--- config.mk ---
export PLATFORM = sky130hd
export DESIGN_NAME = uart_tx_frame_flat
export DESIGN_NICKNAME = d
export VERILOG_FILES = /design/src/rtl/uart_tx_frame_pkg.sv /design/src/rtl/uart_tx_frame_if.sv /design/src/rtl/uart_tx_shreg.sv /design/src/rtl/uart_tx_frame.sv /design/src/flat_wrapper.sv
export SDC_FILE = /design/constraint.sdc
export NUM_CORES = 1
export LEC_CHECK = 0
export ABC_AREA = 0
export BUFFER_PORTS_ARGS = -buffer_cell sky130_fd_sc_hd__buf_2
export CORE_MARGIN = 1.5
export CORE_UTILIZATION = 45
export DETAILED_ROUTE_END_ITERATION = 10
export PLACE_DENSITY = 0.64
export SLEW_MARGIN = 10
export SYNTH_ARGS = -nofsm -noshare
export SYNTH_HDL_FRONTEND = slang
export SYNTH_SLANG_ARGS = --single-unit
--- constraint.sdc ---
create_clock -name clk -period 2 [get_ports clk]
set_input_delay 0.3 -clock clk [delete_from_list [all_inputs] [get_ports clk]]
set_output_delay 0.3 -clock clk [all_outputs]
set_load 0.005 [all_outputs]
--- src/rtl/uart_tx_frame_pkg.sv ---
// uart_tx_frame_pkg
//   Shared UART transmit definitions: FSM state encoding, default data
//   width and the parity-mode values used by the receiver and register block.
package uart_tx_frame_pkg;

    localparam int UART_DATA_W = 8;

    // Encodings are kept identical to the legacy 3-bit header values.
    typedef enum logic [2:0] {
        ST_IDLE   = 3'd0,
        ST_ARM    = 3'd1,
        ST_START  = 3'd2,
        ST_DATA   = 3'd3,
        ST_PARITY = 3'd4,
        ST_STOP   = 3'd5,
        ST_STOP2  = 3'd6
    } tx_state_e;

    // Value carried on parity_odd.
    typedef enum logic {
        PARITY_EVEN = 1'b0,
        PARITY_ODD  = 1'b1
    } parity_mode_e;

endpackage

--- src/rtl/uart_tx_frame_if.sv ---
// uart_tx_frame_if
//   Byte handshake between the register block (master) and the UART
//   transmitter (slave).
//   tx_data    byte to send
//   tx_valid   tx_data valid
//   tx_ready   transmitter can accept a byte
//   parity_en  append parity bit
//   parity_odd 1 = odd parity, 0 = even
//   stop2      1 = two stop bits
interface uart_tx_frame_if
    import uart_tx_frame_pkg::*;
#(
    parameter int DATA_W = UART_DATA_W
);
    logic [DATA_W-1:0] tx_data;
    logic              tx_valid;
    logic              tx_ready;
    logic              parity_en;
    logic              parity_odd;
    logic              stop2;

    modport master (
        output tx_data, tx_valid, parity_en, parity_odd, stop2,
        input  tx_ready
    );

    modport slave (
        input  tx_data, tx_valid, parity_en, parity_odd, stop2,
        output tx_ready
    );
endinterface

--- src/rtl/uart_tx_shreg.sv ---
// uart_tx_shreg
//   Data shift register and bit counter for the UART transmitter.
//   clk       system clock
//   rst       synchronous active-high reset
//   load      load load_data and clear the bit counter
//   shift     shift right (zero fill from MSB) and advance the counter
//   load_data byte to serialise
//   bit_next  value shreg[0] will hold after this cycle
//   last      counter is at the final data bit (DATA_W-1)
module uart_tx_shreg
    import uart_tx_frame_pkg::*;
#(
    parameter int DATA_W = UART_DATA_W
) (
    input  logic              clk,
    input  logic              rst,
    input  logic              load,
    input  logic              shift,
    input  logic [DATA_W-1:0] load_data,
    output logic              bit_next,
    output logic              last
);
    localparam int CNT_W = $clog2(DATA_W);
    localparam logic [CNT_W-1:0] CNT_MAX = CNT_W'(DATA_W - 1);

    logic [DATA_W-1:0] shreg;
    logic [CNT_W-1:0]  cnt;

    always_ff @(posedge clk) begin
        if (rst) begin
            shreg <= '0;
            cnt   <= '0;
        end else if (load) begin
            shreg <= load_data;
            cnt   <= '0;
        end else if (shift) begin
            shreg <= {1'b0, shreg[DATA_W-1:1]};
            if (cnt != CNT_MAX) begin
                cnt <= cnt + CNT_W'(1);
            end
        end
    end

    // Lets the parent register txd from the post-shift value.
    assign bit_next = shift ? shreg[1] : shreg[0];
    assign last     = (cnt == CNT_MAX);

endmodule

--- src/rtl/uart_tx_frame.sv ---
// uart_tx_frame
//   Serialises one byte into a UART frame: start, DATA_W data bits LSB
//   first, optional parity, one or two stop bits.
//   clk        system clock
//   rst        synchronous active-high reset
//   baud_tick  one-clk strobe per bit period
//   tx_if      byte handshake (slave side): tx_data/tx_valid/tx_ready and
//              per-frame parity_en/parity_odd/stop2, sampled on acceptance
//   txd        registered serial line, idles high
//   tx_busy    frame in progress (state != IDLE)
//   tx_done    one-clk pulse on the tick ending the final stop bit
module uart_tx_frame
    import uart_tx_frame_pkg::*;
#(
    parameter int DATA_W = UART_DATA_W
) (
    input  logic             clk,
    input  logic             rst,
    input  logic             baud_tick,
    uart_tx_frame_if.slave   tx_if,
    output logic             txd,
    output logic             tx_busy,
    output logic             tx_done
);
    tx_state_e state;
    tx_state_e state_nxt;

    logic [DATA_W-1:0] data_q;
    logic              par_en_q;
    logic              par_odd_q;
    logic              stop2_q;

    logic accept;
    logic shift;
    logic last;
    logic bit_next;
    logic parity;
    logic txd_nxt;

    assign tx_if.tx_ready = (state == ST_IDLE) & ~rst;
    assign accept         = tx_if.tx_valid & tx_if.tx_ready;
    assign tx_busy        = (state != ST_IDLE);
    assign parity         = (^data_q) ^ par_odd_q;

    uart_tx_shreg #(
        .DATA_W (DATA_W)
    ) u_shreg (
        .clk       (clk),
        .rst       (rst),
        .load      (accept),
        .shift     (shift),
        .load_data (tx_if.tx_data),
        .bit_next  (bit_next),
        .last      (last)
    );

    // Frame settings are frozen at acceptance.
    always_ff @(posedge clk) begin
        if (rst) begin
            data_q    <= '0;
            par_en_q  <= 1'b0;
            par_odd_q <= 1'b0;
            stop2_q   <= 1'b0;
        end else if (accept) begin
            data_q    <= tx_if.tx_data;
            par_en_q  <= tx_if.parity_en;
            par_odd_q <= tx_if.parity_odd;
            stop2_q   <= tx_if.stop2;
        end
    end

    always_ff @(posedge clk) begin
        if (rst) begin
            state <= ST_IDLE;
            txd   <= 1'b1;
        end else begin
            state <= state_nxt;
            txd   <= txd_nxt;
        end
    end

    always_comb begin
        state_nxt = state;
        shift     = 1'b0;
        tx_done   = 1'b0;
        case (state)
            ST_IDLE: begin
                if (accept) state_nxt = ST_ARM;
            end
            ST_ARM: begin
                if (baud_tick) state_nxt = ST_START;
            end
            ST_START: begin
                if (baud_tick) state_nxt = ST_DATA;
            end
            ST_DATA: begin
                if (baud_tick) begin
                    shift = 1'b1;
                    if (last) state_nxt = par_en_q ? ST_PARITY : ST_STOP;
                end
            end
            ST_PARITY: begin
                if (baud_tick) state_nxt = ST_STOP;
            end
            ST_STOP: begin
                if (baud_tick) begin
                    if (stop2_q) begin
                        state_nxt = ST_STOP2;
                    end else begin
                        state_nxt = ST_IDLE;
                        tx_done   = ~rst;
                    end
                end
            end
            ST_STOP2: begin
                if (baud_tick) begin
                    state_nxt = ST_IDLE;
                    tx_done   = ~rst;
                end
            end
            default: state_nxt = ST_IDLE;
        endcase
    end

    // txd is decoded from the next state so it changes on the ticking edge.
    always_comb begin
        txd_nxt = 1'b1;
        case (state_nxt)
            ST_START:  txd_nxt = 1'b0;
            ST_DATA:   txd_nxt = bit_next;
            ST_PARITY: txd_nxt = parity;
            default:   txd_nxt = 1'b1;
        endcase
    end

endmodule

--- src/flat_wrapper.sv ---
// flat-port wrapper written by rule: the top's interface ports become plain ports
module uart_tx_frame_flat import uart_tx_frame_pkg::*;
#(
    parameter int DATA_W = UART_DATA_W
)
  (clk, rst, baud_tick, txd, tx_busy, tx_done, tx_if_tx_data, tx_if_tx_valid, tx_if_parity_en, tx_if_parity_odd, tx_if_stop2, tx_if_tx_ready);
  uart_tx_frame_if #(.DATA_W(DATA_W)) tx_if_i ();
  input  logic clk;
  input  logic rst;
  input  logic baud_tick;
  output logic txd;
  output logic tx_busy;
  output logic tx_done;
  input wire logic [$bits(tx_if_i.tx_data)-1:0] tx_if_tx_data;
  input wire logic [$bits(tx_if_i.tx_valid)-1:0] tx_if_tx_valid;
  input wire logic [$bits(tx_if_i.parity_en)-1:0] tx_if_parity_en;
  input wire logic [$bits(tx_if_i.parity_odd)-1:0] tx_if_parity_odd;
  input wire logic [$bits(tx_if_i.stop2)-1:0] tx_if_stop2;
  output wire logic [$bits(tx_if_i.tx_ready)-1:0] tx_if_tx_ready;
  assign tx_if_i.tx_data = tx_if_tx_data;
  assign tx_if_i.tx_valid = tx_if_tx_valid;
  assign tx_if_i.parity_en = tx_if_parity_en;
  assign tx_if_i.parity_odd = tx_if_parity_odd;
  assign tx_if_i.stop2 = tx_if_stop2;
  assign tx_if_tx_ready = tx_if_i.tx_ready;
  uart_tx_frame #(.DATA_W(DATA_W)) u_core (.clk(clk), .rst(rst), .baud_tick(baud_tick), .tx_if(tx_if_i), .txd(txd), .tx_busy(tx_busy), .tx_done(tx_done));
endmodule
==> results of run 1 <==
[registers in the layout, indices dropped and copies added (netlist names)]
signal / count
u_core.state: 3
u_core.stop2_q: 1
u_core.u_shreg.shreg: 8
u_core.data_q: 8
u_core.txd: 1
u_core.par_en_q: 1
u_core.u_shreg.cnt: 3
u_core.par_odd_q: 1
[how the worst min path moves through the flow]
stage / from / to / cells after the start
after global placement: u_core.par_en_q$_SDFFE_PP0P_ / u_core.par_en_q$_SDFFE_PP0P_ / 2
after detailed placement: u_core.par_en_q$_SDFFE_PP0P_ / u_core.par_en_q$_SDFFE_PP0P_ / 2
after CTS: tx_if_parity_en / u_core.par_en_q$_SDFFE_PP0P_ / 3
after global routing: tx_if_parity_en / u_core.par_en_q$_SDFFE_PP0P_ / 3
after floorplan: tx_if_parity_en / u_core.par_en_q$_SDFFE_PP0P_ / 2
final: tx_if_parity_en / u_core.par_en_q$_SDFFE_PP0P_ / 3
[tightest hold or removal path, delay by kind of cell]
family	cells	cell delay [ns]
simple gates	2	0.08
buf+inv	1	0.08
[cell type report]
type                       instances  area, um^2  area share
sequential                        26         520       0.373
inverter                           2        7.51     0.00539
clock inverter                     1        30.0      0.0215
timing repair buffer              21         113      0.0808
tap                               30        37.5      0.0269
clock buffer                       3        22.5      0.0162
multi-input combinational         99         663       0.476
[stage by stage]
stage	instance area, um^2	std cells
after detailed placement	1340	178
final	1390	182
after CTS	1390	182
after global placement	1340	178
after global routing	1390	182
after floorplan	1260	137
[placed cells by master (no fill, tap or decap), types with 2 or more instances in the layout]
cell / instances
buf_2: 18
o21ai_0: 2
xnor2_1: 8
nor2b_1: 5
mux2i_1: 2
nand2_1: 29
nor3_1: 5
buf_4: 3
ha_1: 2
a22o_1: 3
clkbuf_4: 3
a21oi_1: 9
nand3b_1: 9
mux2_2: 7
nor2_1: 2
dfxtp_1: 26
[where the power goes]
part           leakage (nW)  switching [W]  total [W]  internal, W
combinational         0.398      0.0000884   0.000179    0.0000901
sequential            0.213      0.0000259   0.000577     0.000551
clock                0.0279       0.000159   0.000361     0.000203
total                 0.639       0.000273    0.00112     0.000844
[layer usage]
layer / global-route usage / up-vias
met5: 0 / -
met2: 0.272 / 23
met3: 0.0535 / 2
met1: 0.199 / 458
met4: 0.0272 / 0
li1: - / 501
[cells by family (layout without fill, tap and decap cells)]
group / count (synthesis) / after routing / synth area share
AOI/OAI and AO/OA: 22 / 22 / 0.114
adders and majority gates: 2 / 2 / 0.0199
DFF: 26 / 26 / 0.414
buffers and inverters: 12 / 27 / 0.0596
muxes: 9 / 9 / 0.0785
and+or+nand+nor: 57 / 57 / 0.251
xor gates and xnor gates: 9 / 9 / 0.0626
==> results.yml, run 1 <==
status:
  outcome: "complete, no violations"
yosys:
  synthTopCellsByArea: "dfxtp_1 (41%), nand2_1 (8.6%), mux2_2 (6.3%), xnor2_1 (5.6%), nand3b_1 (5.4%)"
  synth-edff-count: 0
  ys_seq_area_frac: 0.414
  synth.most_common_cell: "nand2_1"
  yosysWarningCount: 0
  synth_top_cells_by_count: "nand2_1 (29), dfxtp_1 (26), a21oi_1 (9), nand3b_1 (9), xnor2_1 (8)"
  syn-instance-count: 137
  yosys_most_used_dff: "dfxtp_1"
  synth_cell_types: 36
  synth_seq_cells: 26
  synth_top_area_share: 0.414
  async_reset_ff_frac: 0
  yosysTopAreaCell: "dfxtp_1"
  avgSynthCellArea_um2: 9.19
  synth_nets: 154
  syn_area_um2: 1260
sta:
  max_freq_mhz: 552
  hold_viol: 0
  finalSetupTns_ns: 0
  finalCritPeriodShare: 0.906
  min_period_ns: 1.81
  drv_slew: 0
  setup_viol: 0
  fin_ws_ns: 0.188
  skew_ns: 0.00195
  rsz0062_at_grt: "false"
  fin_hold_ws_ns: 0.150
  tightest_slew_ns: 0.490
  slew_headroom: 0.671
drt:
  drt_pass1_iterations: 4
  postRouteAntennaNets: 0
  dr_wl_met2_mm: 1.12
  met1_length_mm: 1.15
  wl_met3_um: 119
  routed.top_layer: "met4"
  drc: 0
  routed_wl_mm: 2.39
  vias: 984
  avgRoutedWirePerCell_um: 13.2
  drt_iter0_drc: 26
  vias_per_cell: 5.41
layout:
  area_growth_pct: 10.7
  final_util: 0.543
  antenna_cells: 0
  layout-drive-gt1-share: 0.243
  n_fill_cell: 262
  layout.nets: 170
worst_setup_path:
  startpoint: "u_core.state[0]$_SDFF_PP0_"
  endpoint: "tx_done"
  critPathBufInv: 2
  path_cells: "inv_1, nor3_1, a21oi_1, nor3_1, buf_2"
  critPathKind: "reg -> out"
  cp_common_cell: "nor3_1"
  reg2reg_slack_ns: 0.28
  rr_startpoint: "u_core.u_shreg.cnt[0]$_SDFFE_PP0P_"
  crit_required_ns: 1.70
  path_depth: 5
  slowest_stage: "dfxtp_1"
  crit_fanout: 8
  cp-end-kind: "output port"
  critPathTopFamily: "flip-flops"
  reg2reg_to: "u_core.txd$_SDFF_PP1_"
  startpoint_type: "register"
  worstRegToRegCells: 7
  slowest_delay_ns: 0.55
  arrival_ns: 1.51
floorplanning:
  rows: 18
  die_y_um: 55.9
  core_um2: 2570
  initial_core_util: 0.490
  io_pins: 19
  dieWidth_um: 55.9
  die-area_um2: 3120
worst_hold_path:
  hp-class: "in -> reg"
grt:
  grt_first_pass_wirelength_mm: 3.97
  grt_pass1_vias: 904
  gr-total-overflow: 0
  grt_max_degree: 27
  track_usage: 0.160
  antenna_found_initial: 0
clocking:
  clock_tree.htree_level_count: 1
  cts_resized: 0
  cts_tree: "yes"
  ctsLongestPathBuffers: 2
  insertion_delay_ns: 0.32
  postCtsSetupBuffers: 0
  cts-root-buf: "clkbuf_4"
  clk_pin_slew_ns: 0.14
  cts_hold_buf: 0
  cts_sinks: 26
  cts_buffers: 3
power_and_ir_drop:
  power.total_w: 0.00112
  p_leak_nw: 0.639
  peakVddDrop_v: 0.000727
  power_density_nw_per_um2: 801
placed_design:
  hpwl_mm: 1.66
  dp_slack_ns: 0.410
  gp_congestion: 0.712
  portBuffers: 18
flow_run:
  drv_cap: 0
(Power assumes the default switching activity.)
==> inputs of run 2 (changes only) <==
Clock period 2 ns to 1.7 ns, I/O delays scaled along.
==> run 2 against run 1 <==
  * Sequential share of layout area grew 0.26 points
  * Clock-buffer cell count unchanged
  * Combinational power up 21%
  * Clock skew increased by 0.0049 ns
  * Sequential cell count stayed put
  * Worst setup slack got worse by 0.051 ns
  * Wire length down 3.4%
  * Power rose by 2.6%
  * Core utilization increased by 0.15 points
  * First-iteration DRC count is 46% lower
  * Critical endpoint is now u_core.txd$_SDFF_PP1_
  * Largest cell class unchanged
==> results.yml, run 2 (synthesized netlist as in run 1, its figures left out) <==
worst_setup_path:
  critPathKind: "reg -> reg"
  critPathTopFamily: "flip-flops"
  slowest_stage: "dfxtp_1"
  path_cells: "nand4b_4, inv_2, a22oi_1, nor2b_1, a32oi_1"
  crit_fanout: 10
  arrival_ns: 1.75
  slowest_delay_ns: 0.53
  crit_required_ns: 1.88
  critPathBufInv: 1
  cp-end-kind: "register"
  startpoint_type: "register"
grt:
  antenna_found_initial: 0
  grt_use_met3: 0.0302
  met1_usage: 0.205
  track_usage: 0.158
  busiest_layer: "met2"
  gr-usage-met2: 0.255
  grt_max_degree: 26
  gr-total-overflow: 0
  grt_first_pass_wirelength_mm: 3.94
  grt_pass1_vias: 921
layout:
  area_growth_pct: 11.0
  layout.nets: 173
  layout_commonest_cell: "nand2_1"
  multi_input_area_um2: 669
  n_fill_cell: 241
  antenna_cells: 0
  final_cell_mix: "nand2_1 (29), dfxtp_1 (24), buf_2 (18)"
  largestRegisters: "u_core.data_q x8, u_core.u_shreg.shreg x8"
  layout-drive-gt1-share: 0.273
  stdcell_count: 184
  regArea_um2: 526
drt:
  drc: 0
  drt_iter0_drc: 14
  postRouteAntennaNets: 0
  drt_pass1_iterations: 4
  avgRoutedWirePerCell_um: 12.6
  vias: 988
  vias_per_cell: 5.37
  routed_wl_mm: 2.31
sta:
  drv_slew: 0
  tightest_slew_ns: 0.459
  skew_ns: 0.00688
  setup_viol: 0
  slew_headroom: 0.691
  finalCritPeriodShare: 0.920
  max_freq_mhz: 640
  finalSetupTns_ns: 0
  hold_viol: 0
  min_period_ns: 1.56
floorplanning:
  core_um2: 2570
  die_y_um: 55.9
  die-area_um2: 3120
  io_pins: 19
  rows: 18
  dieWidth_um: 55.9
  initial_core_util: 0.490
power_and_ir_drop:
  power.total_w: 0.00115
  peakVddDrop_v: 0.000583
  p_leak_nw: 0.642
  power_density_nw_per_um2: 820
flow_run:
  drv_cap: 0
placed_design:
  gp_congestion: 0.782
  portBuffers: 18
  dp.cells: 179
  hpwl_mm: 1.67
clocking:
  cts_sinks: 26
  clk_pin_slew_ns: 0.13
  clock_tree.htree_level_count: 1
  insertion_delay_ns: 0.31
  cts-root-buf: "clkbuf_4"
  cts_tree: "yes"
  cts_hold_buf: 0
  cts_buffers: 3
  ctsLongestPathBuffers: 2
worst_hold_path:
  hp-class: "in -> reg"
status:
  outcome: "complete, no violations"
==> run 2: final cells by class <==
type / instances / share of cell area
clock buffer: 3 / 0.0161
tap: 30 / 0.0269
inverter: 2 / 0.00537
multi-input combinational: 99 / 0.479
timing repair buffer: 24 / 0.0967
sequential: 26 / 0.376
==> run 2: what timing repair did <==
| item | in CTS | in global routing |
|---|---|---|
| pin swaps | 0 | 0 |
| gates resized for setup | 1 | 3 |
| setup buffers | 0 | 2 |
| endpoints found under the setup margin | 1 | 2 |
==> run 2: worst reg2reg max path, delay by kind of cell, from the launching register on <==
family | cells | cell delay, ns
compound gates | 2 | 0.40
buf+inv | 1 | 0.04
flops | 1 | 0.53
simple gates | 2 | 0.47
==> run 2: worst paths after layout <==
kind	from	end	slack [ns]	cells after the start
setup / recovery	u_core.state[2]$_SDFF_PP0_	u_core.txd$_SDFF_PP1_	0.14	5
hold / removal	tx_if_parity_en	u_core.par_en_q$_SDFFE_PP0P_	0.12	3
setup reg to reg	u_core.state[2]$_SDFF_PP0_	u_core.txd$_SDFF_PP1_	0.14	5
hold reg to reg	u_core.par_odd_q$_SDFFE_PP0P_	u_core.par_odd_q$_SDFFE_PP0P_	0.50	2
==> run 2: where the power goes <==
group	internal (W)	leakage, nW	switching, W
sequential	0.000648	0.214	0.0000288
combinational	0.000112	0.414	0.000104
clock	0.0000828	0.0138	0.000171
==> run 2: through the flow <==
stage,instance area [um^2],setup slack [ns],hold slack (ns),utilization
2_1_floorplan,1260,0.283,0.354,-
3_3_place_gp,1350,0.209,0.437,0.525
3_5_place_dp,1350,0.117,0.446,0.525
4_1_cts,1370,0.0533,0.111,0.535
5_1_grt,1400,-0.0103,0.102,0.544
6_report,1400,0.136,0.119,0.544
==> run 2: layer usage <==
metal	part of all wire	wire length [um]	up-vias
li1	-	-	510
met3	0.032	74	4
met2	0.45	1050	19
met4	0.017	40	0
met1	0.50	1150	455
met5	0	0	-
==> inputs of run 3 (changes only) <==
Settings changed: ABC_AREA 0 to 1, PLACE_DENSITY 0.64 to 0.67.
==> run 3 against run 2 <==
  * Maximum frequency is 1.4% lower
  * Area after synthesis up 12%
  * Via count grew 30%
  * Worst setup slack worse by 0.022 ns
  * Register-to-register slack improved by 0.06 ns
  * Non-clock buffer count decreased by 2
  * Hold slack gained 0.037 ns
  * Sequential share of layout area is 3.9 points lower
  * Clock skew is 0.0041 ns lower
  * Critical endpoint is now tx_done
  * Largest cell class unchanged
  * Highest routed layer unchanged
==> results.yml, run 3 <==
worst_setup_path:
  slowest_delay_ns: 0.36
  cp-end-kind: "output port"
  critPathBufInv: 3
  crit_required_ns: 1.44
  critPathTopFamily: "flip-flops"
  slowest_stage: "dfxtp_2"
  crit_fanout: 7
  critPathKind: "reg -> out"
  path_cells: "buf_6, nand3_2, inv_2, nand2_1, a211oi_2, buf_2"
  arrival_ns: 1.33
  startpoint_type: "register"
sta:
  setup_viol: 0
  rsz0062_at_grt: "false"
  hold_viol: 0
  max_freq_mhz: 631
  finalCritPeriodShare: 0.933
  drv_slew: 0
  finalSetupTns_ns: 0
  fin_ws_ns: 0.114
  slew_headroom: 0.782
  skew_ns: 0.00281
  min_period_ns: 1.59
  tightest_slew_ns: 0.327
clocking:
  ctsLongestPathBuffers: 2
  cts-root-buf: "clkbuf_4"
  cts_buffers: 3
  insertion_delay_ns: 0.31
  clk_pin_slew_ns: 0.13
  clock_tree.htree_level_count: 1
  cts_sinks: 26
  cts_hold_buf: 0
  cts_tree: "yes"
yosys:
  avgSynthCellArea_um2: 6.78
  yosys_most_used_dff: "dfxtp_1"
  syn-instance-count: 207
  synth.most_common_cell: "nand2_1"
  synth_xor_area_frac: 0.00624
  synthTopCellsByArea: "dfxtp_1 (37%), nand2_1 (16%), nor2_1 (6.7%), inv_1 (5.9%), a21oi_1 (5.3%)"
  ys_seq_area_frac: 0.371
  synthMuxAreaShare: 0
  synth-adder-area-share: 0.0178
  synth_top_family_by_area: "simple AND/OR/NAND/NOR gates"
  synth_top_cells_by_count: "nand2_1 (59), dfxtp_1 (26), nor2_1 (25)"
  async_reset_ff_frac: 0
  synth-edff-count: 0
  synth_seq_cells: 26
  syn_area_um2: 1400
  yosysTopAreaCell: "dfxtp_1"
  synth_cell_types: 26
  synth_nets: 224
  yosysWarningCount: 0
  synth-compound-area-share: 0.164
  synth_top_area_share: 0.371
  synthSimpleGateAreaFrac: 0.331
floorplanning:
  io_pins: 19
  die_y_um: 58.9
  initial_core_util: 0.467
  die-area_um2: 3460
  core_um2: 3000
  dieWidth_um: 58.9
  rows: 20
grt:
  gr-total-overflow: 0
  grt_pass1_vias: 1165
  grt_max_degree: 14
  grt_first_pass_wirelength_mm: 4.89
  track_usage: 0.180
  antenna_found_initial: 0
placed_design:
  hpwl_mm: 2.18
  dp_slack_ns: 0.179
  gp_congestion: 0.915
  portBuffers: 18
drt:
  vias: 1284
  avgRoutedWirePerCell_um: 10.8
  vias_per_cell: 4.96
  drt_iter0_drc: 71
  routed_wl_mm: 2.80
  drt_pass1_iterations: 4
  postRouteAntennaNets: 0
  drc: 0
status:
  outcome: "complete, no violations"
flow_run:
  drv_cap: 0
power_and_ir_drop:
  p_leak_nw: 0.770
  power_density_nw_per_um2: 773
  peakVddDrop_v: 0.000424
layout:
  final_cell_mix: "nand2_1 (59), nor2_1 (24), dfxtp_1 (23)"
  layout_commonest_cell: "nand2_1"
  largestRegisters: "u_core.data_q x8, u_core.u_shreg.shreg x8"
  n_fill_cell: 300
  area_growth_pct: 11.0
  antenna_cells: 0
  layout-drive-gt1-share: 0.221
  layout.nets: 245
worst_hold_path:
  hp-class: "in -> reg"
## run 3: changes by cell type after synthesis, moves of 5 or more
cell,previous run,this run
xnor2_1,8,1
nand3_1,0,12
nor2_1,2,25
mux2_2,7,0
o21ai_0,2,12
nand2_1,29,59
nand3b_1,9,1
a21oi_1,9,15
nor3_1,5,0
nor2b_1,5,0
inv_1,1,22
## run 3: worst paths after layout
path                                       from                                  to  slack, ns  cells past startpoint
max reg2reg  u_core.u_shreg.cnt[0]$_SDFFE_PP0P_               u_core.txd$_SDFF_PP1_       0.20                     10
max                  u_core.state[2]$_SDFF_PP0_                             tx_done       0.11                      6
min                            tx_if_parity_odd       u_core.par_odd_q$_SDFFE_PP0P_       0.16                      3
min reg2reg  u_core.u_shreg.cnt[2]$_SDFFE_PP0P_  u_core.u_shreg.cnt[2]$_SDFFE_PP0P_       0.49                      2
## run 3: worst register-to-register path: stages, from the launching register on
cell,delay [ns]
dfxtp_1,0.37
ha_1,0.16
ha_1,0.23
nand2_1,0.11
nand2_1,0.10
nand2_1,0.06
nor2_2,0.15
nand2_1,0.07
nor2_1,0.09
nand2_1,0.06
nand3_1,0.06
## run 3: power by group
part | total, W | switching (W) | internal, W
Sequential | 0.000689 | 0.0000312 | 0.000657
Clock | 0.000257 | 0.000174 | 0.0000829
Combinational | 0.000258 | 0.000157 | 0.000101
Total | 0.00120 | 0.000362 | 0.000842
## run 3: final cells by class
type,count,area (um^2),area share
tap,33,41.3,0.0265
inverter,28,105,0.0675
sequential,26,524,0.337
timing repair buffer,22,124,0.0795
clock buffer,3,22.5,0.0145
multi-input combinational,147,741,0.476
## run 3: per-stage QoR
step	utilization	cells	cell area, um^2	power, W	hold slack, ns
after detailed placement	0.505	256	1520	0.000957	0.473
after global routing	0.519	259	1560	0.00129	0.156
after global placement	0.505	256	1520	0.000955	0.470
final	0.519	259	1560	0.00120	0.157
after floorplan	-	207	1400	0.000893	0.327
after CTS	0.513	259	1540	0.00122	0.136
## run 3: logic make-up (layout without fill, tap and decap cells)
family	after synthesis	in the layout
AOI/OAI and AO/OA	38	38
xor gates and xnor gates	1	1
adders and majority gates	2	2
buffers and inverters	34	53
DFF	26	26
and+or+nand+nor	106	106
## run 3: timing repair
| action | CTS | global route |
|---|---|---|
| endpoints found under the setup margin | 1 | 2 |
| resized for setup | 1 | 7 |
| buffers inserted | 0 | 0 |
## run 3: per-layer routing
metal  GRT usage  up-vias  share of wire
li1            -      692              -
met1       0.252      571           0.52
met2       0.275       19           0.44
met3      0.0286        2          0.035
met4      0.0714        0         0.0071
met5           0        -              0
